<file path="src/rtl/vending_machine_multi.sv">
// Multi-product vending controller: accumulates three coin denominations,
// sells one of NUM_ITEMS priced products and pays change back one coin per cycle.
module vending_machine_multi #(
   parameter int                     NUM_ITEMS  = 4,
   parameter int                     IDX_W      = 2,
   parameter int                     VAL_W      = 8,
   parameter logic [NUM_ITEMS*VAL_W-1:0] PRICES = 32'h64_3C_28_1E,
   parameter int                     COIN1      = 10,
   parameter int                     COIN2      = 20,
   parameter int                     COIN3      = 50,
   parameter int                     MAX_CREDIT = 200
) (
   input  logic             clk,
   input  logic             rst,
   input  logic [1:0]       cash,
   input  logic [IDX_W-1:0] sel,
   input  logic             buy,
   input  logic             cancel,
   output logic             dispense,
   output logic [IDX_W-1:0] item_out,
   output logic [1:0]       retChange,
   output logic [VAL_W-1:0] credit,
   output logic             deny,
   output logic             busy
);

   typedef enum logic [1:0] {IDLE, CREDIT, VEND, CHANGE} state_t;

   localparam logic [VAL_W-1:0] C1    = VAL_W'(COIN1);
   localparam logic [VAL_W-1:0] C2    = VAL_W'(COIN2);
   localparam logic [VAL_W-1:0] C3    = VAL_W'(COIN3);
   localparam logic [VAL_W:0]   MAX_W = (VAL_W+1)'(MAX_CREDIT);

   state_t             state, state_nx;
   logic [VAL_W-1:0]   credit_nx;
   logic [IDX_W-1:0]   item_nx;
   logic [1:0]         ret_nx;
   logic               dispense_nx, deny_nx, busy_nx;

   logic [VAL_W-1:0]   price, coin_val, chg_rem;
   logic [VAL_W:0]     sum;
   logic [1:0]         chg_code;
   logic               sel_ok;

   // Price lookup bounded by NUM_ITEMS so an out-of-range sel never indexes PRICES.
   always_comb begin
      price  = '0;
      sel_ok = 1'b0;
      for (int i = 0; i < NUM_ITEMS; i++) begin
         if (sel == IDX_W'(i)) begin
            price  = PRICES[i*VAL_W +: VAL_W];
            sel_ok = 1'b1;
         end
      end
   end

   always_comb begin
      unique case (cash)
         2'b01:   coin_val = C1;
         2'b10:   coin_val = C2;
         2'b11:   coin_val = C3;
         default: coin_val = '0;
      endcase
   end

   assign sum = {1'b0, credit} + {1'b0, coin_val};

   // Greedy change step; relies on COIN3 > COIN2 > COIN1.
   always_comb begin
      if (credit >= C3) begin
         chg_code = 2'b11;
         chg_rem  = credit - C3;
      end else if (credit >= C2) begin
         chg_code = 2'b10;
         chg_rem  = credit - C2;
      end else if (credit >= C1) begin
         chg_code = 2'b01;
         chg_rem  = credit - C1;
      end else begin
         chg_code = 2'b00;
         chg_rem  = '0;
      end
   end

   // NOTE: every output of this block gets a default first so no path leaves
   // a variable unassigned, which would otherwise infer a latch.
   always_comb begin
      state_nx    = state;
      credit_nx   = credit;
      item_nx     = item_out;
      ret_nx      = 2'b00;
      dispense_nx = 1'b0;
      deny_nx     = 1'b0;
      unique case (state)
         IDLE, CREDIT: begin
            if (cancel) begin
               ret_nx = cash;
               if (credit != '0) begin
                  state_nx = CHANGE;
                  // A coin rejected this cycle owns retChange; change starts next cycle.
                  if (cash == 2'b00) begin
                     ret_nx    = chg_code;
                     credit_nx = chg_rem;
                  end
               end
            end else if (buy) begin
               ret_nx = cash;
               if (!sel_ok || credit < price) begin
                  deny_nx = 1'b1;
               end else begin
                  state_nx    = VEND;
                  dispense_nx = 1'b1;
                  item_nx     = sel;
                  credit_nx   = credit - price;
               end
            end else if (cash != 2'b00) begin
               if (sum <= MAX_W) begin
                  credit_nx = sum[VAL_W-1:0];
                  state_nx  = CREDIT;
               end else begin
                  ret_nx = cash;
               end
            end
         end
         VEND: begin
            if (credit != '0) begin
               state_nx  = CHANGE;
               ret_nx    = chg_code;
               credit_nx = chg_rem;
            end else begin
               state_nx = IDLE;
            end
         end
         CHANGE: begin
            if (credit < C1) begin
               // Covers both "paid out" and an unpayable remainder below COIN1.
               state_nx  = IDLE;
               credit_nx = '0;
            end else begin
               ret_nx    = chg_code;
               credit_nx = chg_rem;
            end
         end
         default: state_nx = IDLE;
      endcase
      busy_nx = (state_nx == VEND) || (state_nx == CHANGE);
   end

   // NOTE: sequential state uses non-blocking assignments so every register
   // samples the pre-edge values regardless of statement order.
   always_ff @(posedge clk or negedge rst) begin
      if (!rst) begin
         state     <= IDLE;
         credit    <= '0;
         item_out  <= '0;
         retChange <= 2'b00;
         dispense  <= 1'b0;
         deny      <= 1'b0;
         busy      <= 1'b0;
      end else begin
         state     <= state_nx;
         credit    <= credit_nx;
         item_out  <= item_nx;
         retChange <= ret_nx;
         dispense  <= dispense_nx;
         deny      <= deny_nx;
         busy      <= busy_nx;
      end
   end

endmodule

</file>
<file path="config.mk">
export PLATFORM = sky130hd
export DESIGN_NAME = vending_machine_multi
export DESIGN_NICKNAME = d
export VERILOG_FILES = /design/src/rtl/vending_machine_multi.sv
export SDC_FILE = /design/constraint.sdc
export NUM_CORES = 1
export LEC_CHECK = 0
export ABC_AREA = 0
export BUFFER_PORTS_ARGS = -buffer_cell sky130_fd_sc_hd__buf_4
export CORE_ASPECT_RATIO = 0.75
export CORE_MARGIN = 4
export CORE_UTILIZATION = 40
export CTS_CLUSTER_SIZE = 14
export DETAILED_ROUTE_END_ITERATION = 12
export GPL_TIMING_DRIVEN = 0
export SYNTH_ARGS = -nofsm -noshare
export SYNTH_HDL_FRONTEND = slang
export SYNTH_SLANG_ARGS = --single-unit
</file>
<file path="constraint.sdc">
create_clock -name clk -period 3.75 [get_ports clk]
set_clock_uncertainty 0.15 [all_clocks]
set_input_delay 0.375 -clock clk [delete_from_list [all_inputs] [get_ports clk]]
set_output_delay 0.375 -clock clk [all_outputs]
set_load 0.01 [all_outputs]
</file>
==> run metrics, run 1 <==
largest net degree at the start of global routing 17; relative slew slack 50.7%; GP Congestion 0.896; CTS tree yes; setup TNS 0 ns; number of synthesized flops with an enable pin 0; Overall Power 2.07 mW; Antenna Diode Count 0; register area share after synthesis 20.6%; met1 usage in global routing 30.4%; grt peak-use layer met1; crit share post-route 94.4%; full die area 0.00606 mm2; Max-Cap Viols 0; critical path fanouts, max 10; Vias 1959; minimum clock period 3.54 ns; initial antenna violation count 0; port bufs 22; Detail Route Antenna Nets 0; worst slack at placement 0.164 ns; met2 Resource Use GR 28.9%; syn nets 274; Crit. End Element flop; Final Setup Violations 0; Clock Tree Buf Depth 2; grt total ovfl 0; Placed Area 0.00218 mm2; area grow syn2layout 15.6%; Pwr Density 921 mW/mm2; Crit Path Category reg -> reg; DR DRC count 0; CP Launch Type flop; gr usage total 20.2%; pin slew with the least headroom to its limit 0.732 ns; WL final 5740 um; Hold Startpoint sel[1]; row cnt 21; Final WS setup 0.212 ns; DRT iter0 DRCs 130; core area 0.00457 mm2; RSZ-0062 raised after global routing false; vias in the first global route 1800; highest clock rate 283 MHz; fin nets 302; status complete, no violations; post-route cell area 0.00225 mm2; Finished Core Util 49.2%; Post-Layout Cell Count 330; Critical Path RT 3.74 ns; Hold WC Path Type in -> reg; CP startpoint credit[1]; Worst-path clk slew 0.07 ns; met3 Usage GRT 5.90%; clock tree root buffer cell clkbuf_8; ys async rst share 100%; Vias/cell 5.94; layout cell share with drive strength beyond 1 16.1%; DR WL/cell 17.4 um; LEAKAGE 0.964 nW; die width 88.6 um; Hold Violations, Final 0; Synth Register Bits 16; IO Pins 23; Primary FF master, synth dfrtp_1; Placed Instances 325; first-pass GRT wire length 9290 um; Synth Area per Inst 7.91 um2; synthesized area 0.00195 mm2; CP arrival 3.52 ns; dpl hpwl 4500 um; WHS 0.198 ns; peak supply drop 0.370 mV; clock sink count 16; CTS buffer count 3; Clock Latency Late Sink 0.25 ns; Crit Reg-Reg Startpoint credit[1]; Die H 68.4 um; H-tree Lvls 1; fin. max-slew vios 0; DRT Pass-1 Iters 4; post-synth cell types 58; Post-Syn Instances 246; Starting Density 42.6%; Yosys Warn Count 0
## cell families after synthesis
group,after synthesis,share of synthesized area (%)
and+or+nand+nor,94,25.5
xor gates and xnor gates,8,3.60
AOI/OAI and AO/OA,82,29.7
buffers and inverters,23,5.01
DFF,16,20.6
muxes,3,2.06
adders and majority gates,20,13.6
## cell type report
cell class	instances	area, um2
well taps	57	71.3
fillers	472	2320
repair buffers	23	175
inverters	13	48.8
clock buffers	4	55.1
flip-flops and latches	16	402
multi-input cells	207	1450
plain buffers	10	48.8
## power by group
group / internal, mW / switching (mW) / total [mW]
clock: 0.0932 / 0.0623 / 0.156
combinational: 0.680 / 0.873 / 1.55
sequential: 0.248 / 0.115 / 0.363
## Yosys cell counts, types with 3 or more instances
cell type	n	area (um2)
nand2_1	25	93.8
ha_1	18	225
o21ai_0	17	85.1
dfrtp_1	16	400
nor2_1	16	60.1
inv_1	13	48.8
a21oi_1	12	60.1
nor2b_1	10	62.6
nor3_1	10	50.1
xnor2_1	8	70.1
nand3_1	7	35.0
a31oi_1	6	37.5
o21a_1	6	45.0
a211oi_1	5	37.5
clkbuf_1	5	18.8
nand2b_1	4	25.0
o211ai_1	4	30.0
o22ai_1	4	25.0
a21o_1	3	22.5
buf_2	3	15.0
o31a_1	3	26.3
or2_2	3	18.8
or3_1	3	18.8
## routing by layer
metal  vias up  wire length (um)
met5         -                 0
met4         0                17
met3         4               461
met2        73              2310
met1       911              2960
li1        971                 -
## final timing paths
kind,to,slack (ns),depth (start not counted)
max,credit[5],0.21,11
min,item_out[1],0.20,3
max reg2reg,credit[5],0.21,11
min reg2reg,item_out[0],0.34,2
max in group asynchronous,credit[2],2.89,2
min in group asynchronous,credit[3],0.37,2
## repair_timing
item | in CTS | in global routing
setup endpoints to repair | 0 | 3
endpoints found under the hold margin | 16 | 0
gates resized for setup | 0 | 1
setup buffers | 0 | 0
hold buffers | 1 | 0
## placed cells by master, fill, tap and decap left out, drive strengths merged, types with 5 or more instances in the layout
master  count
a211oi      5
a21oi      12
a31oi       7
buf        27
clkbuf      9
dfrtp      16
ha         18
inv        13
nand2      25
nand3       7
nor2       16
nor2b      10
nor3       10
o211ai      5
o21a        6
o21ai      18
or2         5
xnor2       8
## worst max-delay path: stages, from the launching register on
cell and delay, ns:
dfrtp_1 0.55, ha_1 0.25, inv_1 0.06, fa_1 0.50
or3b_1 0.39, a221oi_2 0.28, o2111ai_1 0.23, o211ai_2 0.15
a31oi_2 0.16, or2_1 0.25, buf_6 0.15, mux2_4 0.30
Power figures use the tool's default switching activity.
==> run 2: changes to the inputs <==
CORE_UTILIZATION = 45   (was 40)
clock period = 4.13 ns   (was 3.75 ns; I/O delays follow)
==> run 2 against run 1 <==
Non-clock buffer count unchanged. Combinational power is 10% lower. Sequential cell count is the same. Count of clock-buffer cells in the layout decreased by 1. Design area decreased by 0.78%. First-iteration DRC count grew 28%. Via count rose by 1.1%. Sequential share of layout area increased by 0.084 points. Register-to-register slack better by 0.31 ns.
==> run metrics, run 2 (synthesis results as in run 1) <==
status complete, no violations; most frequent cells in the layout 25 x nand2_1, 22 x buf_4, 18 x ha_1; post-route cell area 0.00223 mm2 (-0.78%); Placed Area 0.00218 mm2 (-0.11%); setup TNS 0 ns (unchanged); DRT iter0 DRCs 167 (+28%); largest net degree at the start of global routing 17 (unchanged); Critical Path RT 4.12 ns (+0.38 ns); die width 84.0 um (-5.2%); critical path fanouts, max 9 (-1); layout cell share with drive strength beyond 1 15.4% (-0.68 points); fin. max-slew vios 0 (unchanged); CTS buffer count 3 (unchanged); Detail Route Antenna Nets 0 (unchanged); Storage cell area 400 um2 (-0.31%); first-pass GRT wire length 9370 um (+0.82%); Overall Power 1.84 mW (-11%); multi-input logic area 0.00145 mm2 (unchanged); Clock Tree Buf Depth 2 (unchanged); GP Congestion 0.907 (+1.2%); DR WL/cell 17.3 um (-0.77%); Hold WC Path Type in -> reg; crit share post-route 87.3% (-7.1 points); area grow syn2layout 14.7%; Die H 65.0 um (-5.0%); Crit. End Element flop; relative slew slack 46.8% (-3.9 points); CTS tree yes; full die area 0.00545 mm2 (-10%); H-tree Lvls 1 (unchanged); port bufs 22 (unchanged); Clock Latency Late Sink 0.25 ns (about the same); Worst-path clk slew 0.07 ns (about the same); Starting Density 47.4% (+4.9 points); RSZ-0062 raised after global routing false; fin nets 302 (unchanged); clock sink count 16 (unchanged); Final Setup Violations 0 (unchanged); slowest stage delay, CP 0.62 ns (+0.07 ns); gr usage total 21.7% (+1.5 points); DRT Pass-1 Iters 4 (unchanged); Vias 1980 (+1.1%); worst-path cell chain inv_1 -> fa_1 -> or3b_1 -> a221oi_2 -> o2111ai_1 -> o211ai_2 -> a31oi_2 -> or2_1 -> buf_6 -> mux2_4; CP arrival 3.60 ns (+0.08 ns); Max-Cap Viols 0 (unchanged); grt total ovfl 0 (unchanged); dpl hpwl 4380 um (-2.7%); IO Pins 23 (unchanged); Pwr Density 825 mW/mm2 (-10%); Crit Path Category reg -> reg; Crit-path slowest cell fa_1; row cnt 20 (-4.8%); Hold Violations, Final 0 (unchanged); setup bufs post-CTS 0 (unchanged); WL final 5650 um (-1.7%); peak supply drop 0.363 mV (-2.0%); initial antenna violation count 0 (unchanged); LEAKAGE 0.958 nW (-0.63%); CP Launch Type flop; Vias/cell 6.06 (+2.0%); minimum clock period 3.61 ns (+0.0669 ns); vias in the first global route 1802 (+0.11%); commonest non-fill, non-tap cell in the layout nand2_1; clock tree root buffer cell clkbuf_8; DR DRC count 0 (unchanged); highest clock rate 277 MHz (-1.9%); pin slew with the least headroom to its limit 0.789 ns (+0.0577 ns); Antenna Diode Count 0 (unchanged); core area 0.00410 mm2 (-10%); Fillers 405 (-14%)
run 2: cell types whose count changed in the layout (fill, tap and decap cells not counted):
cell	before	now
dfrtp_1	15	16
clkbuf_8	4	3
dfrtp_2	1	0
run 2: cell type report:
cell class	count	share of cell area, %
multi-input cells	207	64.9
flip-flops and latches	16	17.9
clock buffers	3	1.85
plain buffers	10	2.19
inverters	13	2.19
well taps	55	3.08
repair buffers	23	7.85
run 2: final timing paths:
path / start / depth (start not counted) / to / slack (ns)
max in group asynchronous: rst / 2 / credit[0] / 3.22
worst max-delay path: credit[2] / 10 / credit[3] / 0.52
worst min register to register: item_out[1] / 2 / item_out[1] / 0.34
worst max register to register: credit[2] / 10 / credit[3] / 0.52
worst min-delay path: sel[0] / 3 / item_out[0] / 0.24
min in group asynchronous: rst / 2 / credit[1] / 0.41
run 2: metal layers:
metal	vias up	wire length [um]	global-route usage, %
li1	977	-	-
met1	921	2760	32.5
met5	-	0	0
met4	0	53	2.81
met2	76	2350	31.8
met3	6	479	5.59
run 2: worst max-delay path: cells and delay by family, from the launching register on:
| kind | cells | cell delay, ns |
|---|---|---|
| and+or+nand+nor | 2 | 0.64 |
| muxes | 1 | 0.29 |
| adders and majority gates | 1 | 0.62 |
| buffers and inverters | 2 | 0.45 |
| AOI/OAI and AO/OA | 4 | 0.74 |
| DFF | 1 | 0.61 |
run 2: what timing repair did:
item | CTS | global route
endpoints found under the hold margin | 16 | 0
hold buffers | 1 | 0
gates resized for setup | 0 | 0
run 2: power breakdown:
part | switching [mW] | leakage (nW) | total, mW | internal [mW]
clock | 0.0536 | 0.0216 | 0.118 | 0.0648
sequential | 0.111 | 0.191 | 0.335 | 0.224
combinational | 0.772 | 0.745 | 1.39 | 0.617
run 2: per-stage QoR:
| step | setup slack, ns | instances | hold slack, ns | utilization (%) |
|---|---|---|---|---|
| 2_1_floorplan | 0.972 | 246 | -0.0326 | - |
| 3_3_place_gp | 0.525 | 323 | 0.144 | 53.1 |
| 3_5_place_dp | 0.596 | 323 | 0.144 | 53.1 |
| 4_1_cts | 0.557 | 327 | 0.233 | 54.4 |
| 5_1_grt | 0.389 | 327 | 0.242 | 54.4 |
| 6_report | 0.525 | 327 | 0.236 | 54.4 |
==> run 3: changes to the inputs <==
ABC_AREA = 1   (was 0)
==> run 3 against run 2 <==
Wire length is 8.7% higher. Die area rose by 6.8%. Cell count up 27%. Count of clock-buffer cells in the layout up 1. Sequential share of layout area down 1.2 points. Synthesized cell count grew 35%. Utilization down 1.0 points. Critical path type unchanged. Critical endpoint is now retChange[0].
==> run metrics, run 3 <==
status complete, no violations; DR DRC count 0 (unchanged); IO Pins 23 (unchanged); Worst-path clk slew 0.06 ns (about the same); Crit. End Element flop; register area share after synthesis 19.1% (-1.5 points); crit share post-route 71.2% (-16 points); Clock Latency Late Sink 0.25 ns (about the same); CP startpoint credit[2]; post-synthesis compound-gate area fraction 12.7% (-17 points); FF-to-FF path depth 12 (+2); layout cell share with drive strength beyond 1 15.9% (+0.48 points); Fillers 486 (+20%); Detail Route Antenna Nets 0 (unchanged); minimum clock period 2.94 ns (-0.664 ns); RSZ-0062 raised after global routing false; setup TNS 0 ns (unchanged); Critical Path RT 4.08 ns (-0.04 ns); commonest non-fill, non-tap cell in the layout nand2_1; GP Congestion 0.911 (+0.44%); first-pass GRT wire length 9870 um (+5.4%); vias in the first global route 1997 (+11%); Setup crit end retChange[0]; Yosys Warn Count 0 (unchanged); synth cell count leaders 97 x nand2_1, 40 x inv_1, 32 x nor2_1; Crit Path Category reg -> reg; initial antenna violation count 0 (unchanged); Max-Cap Viols 0 (unchanged); clock sink count 16 (unchanged); R2R Setup Slk 1.19 ns (+0.66 ns); Overall Power 2.01 mW (+9.2%); Pwr Density 839 mW/mm2 (+1.7%); CP arrival 2.90 ns (-0.70 ns); NetSw 1.13 mW (+21%); Starting Density 46.6% (-0.79 points); largest family of logic cells by synthesized area simple AND/OR/NAND/NOR gates; gr usage total 22.4% (+0.71 points); combinational fraction of design power 75.1% (-0.3 points); fin. max-slew vios 0 (unchanged); setup bufs post-CTS 0 (unchanged); DRT iter0 DRCs 124 (-26%); Synth area leaders dfrtp_1 19%, nand2_1 17%, ha_1 11%; xor-xnor portion of the synthesized cell area 4.18% (+0.58 points); largest net degree at the start of global routing 17 (unchanged); R2R Path End retChange[0]; highest clock rate 340 MHz (+23%); clock tree root buffer cell clkbuf_8; syn nets 359 (+31%); Gates resized, CTS repair 0 (unchanged); Int Pwr 876 uW (-3.2%); leading area contributor after synthesis dfrtp_1; Sw Share 56.4% (+5.6 points); Synth Area in Adders 12.7% (-0.97 points); Hold WC Path Type in -> reg; critical path fanouts, max 10 (+1); port bufs 22 (unchanged); CP Launch Type flop; row cnt 21 (+5.0%); Clock power frac 6.9% (+0.5 points); die width 86.8 um (+3.4%); post-route cell area 0.00240 mm2 (+7.4%); Post-Syn Instances 331 (+35%); most frequent cells in the layout 97 x nand2_1, 40 x inv_1, 32 x nor2_1; H-tree Lvls 1 (unchanged); LEAKAGE 1.27 nW (+33%); cell with the most instances after synthesis nand2_1; Hold Violations, Final 0 (unchanged); Placed Instances 410 (+27%); DRT Pass-1 Iters 4 (unchanged); core area 0.00449 mm2 (+9.5%); pin slew with the least headroom to its limit 0.587 ns (-0.202 ns); relative slew slack 60.9% (+14 points); Placed Area 0.00233 mm2 (+6.9%); Post-Layout Cell Count 415 (+27%); dpl hpwl 4930 um (+12%); Simple-Gate Fraction of Synth Area 40.5% (+15 points); WL final 6140 um (+8.7%); fin nets 387 (+28%); Seq pwr share 18.0% (-0.2 points); Die H 67.1 um (+3.3%); Crit Reg-Reg Startpoint credit[2]; Antenna Diode Count 0 (unchanged); top cell type's share of synthesized area 19.1% (-1.5 points); CTS tree yes; number of synthesized flops with an enable pin 0 (unchanged); Vias/cell 5.25 (-13%); grt total ovfl 0 (unchanged); Clock Tree Buf Depth 2 (unchanged); peak supply drop 0.518 mV (+43%); CTS buffer count 3 (unchanged); Synth Register Bits 16 (unchanged); full die area 0.00582 mm2 (+6.8%); Synth Area per Inst 6.33 um2 (-20%); Vias 2179 (+10%); multiplexer share of the synthesized area 0% (-2.1 points); area grow syn2layout 14.4%; synthesized area 0.00210 mm2 (+7.6%); Final Setup Violations 0 (unchanged); post-synth cell types 37 (-36%); DR WL/cell 14.8 um (-14%); ys async rst share 100% (unchanged); Primary FF master, synth dfrtp_1
-- run 3: cell types whose count changed after synthesis, moves of 5 or more --
cell      delta
a31oi_1      -6
inv_1       +27
nand2_1     +72
nor3_1       -9
o21ai_1      +6
xnor2_1      -7
nor2_1      +16
o21a_1       -6
nor2b_1     -10
xor2_1       +9
a211oi_1     -5
nor2_2       +5
nand3_1     +19
-- run 3: cell families (layout without fill, tap and decap cells) --
kind of cell | after synthesis | in the layout
adder cells (fa/ha/maj) | 20 | 20
AND/OR/NAND/NOR | 185 | 185
AO/OA/AOI/OAI | 47 | 47
XOR/XNOR | 10 | 10
flip-flops | 16 | 16
buffers and inverters | 53 | 80
-- run 3: per-stage QoR --
step           utilization [%]  hold WS (ns)  worst slack (ns)
2_1_floorplan                -       -0.0326              1.74
3_3_place_gp              51.9         0.136              1.24
4_1_cts                   53.4         0.244              1.26
5_1_grt                   53.4         0.248              1.06
6_report                  53.4         0.242              1.19
3_5_place_dp              51.9         0.133              1.27
-- run 3: worst min-delay path by stage --
stage | to | slack [ns] | startpoint | cells after the start
global placement | credit[0] | 0.14 | rst | 1
global route | item_out[1] | 0.25 | sel[1] | 3
detailed placement | credit[0] | 0.13 | rst | 1
floorplan | asynchronous set/reset pin | -0.03 | rst | 0
CTS | item_out[1] | 0.24 | sel[1] | 3
finish | item_out[1] | 0.24 | sel[1] | 3
-- run 3: what timing repair did --
item	CTS	global route
hold buffers	1	0
hold endpoints to repair	16	0
setup endpoints to repair	0	0
-- run 3: final cells by class --
cell class	instances	area (um2)	share of cell area, %
sequential	16	400	16.7
buffer	4	33.8	1.41
multi-input combinational	262	1470	61.2
tap	57	71.3	2.97
timing repair buffer	23	175	7.31
inverter	49	194	8.09
clock buffer	4	55.1	2.30
-- run 3: critical path, cell delays in order (launching register included) --
cell and delay, ns:
dfrtp_1 0.67, inv_1 0.28, fa_1 0.50, inv_1 0.09, nand2_1 0.05, nand2_1 0.08
nand3b_1 0.13, nand3_1 0.10, nand2_1 0.06, nand3_1 0.07, nand2_1 0.08, o21ai_0 0.36
o21ai_0 0.18
-- run 3: per-layer routing --
layer	track usage, %	share of wire, %	vias up
met5	0	0	-
met4	4.67	0.78	0
met3	3.46	4.9	7
met2	34.6	43	39
met1	32.8	51	1011
li1	-	-	1122
-- run 3: power groups by stage --
stage,Combinational (mW),Clock (mW),Sequential (mW)
final,1.51,0.138,0.363
after floorplan,1.09,0,0.340
after global placement,1.49,0,0.362
after global routing,1.70,0.148,0.376
after detailed placement,1.50,0,0.362
after CTS,1.51,0.140,0.361
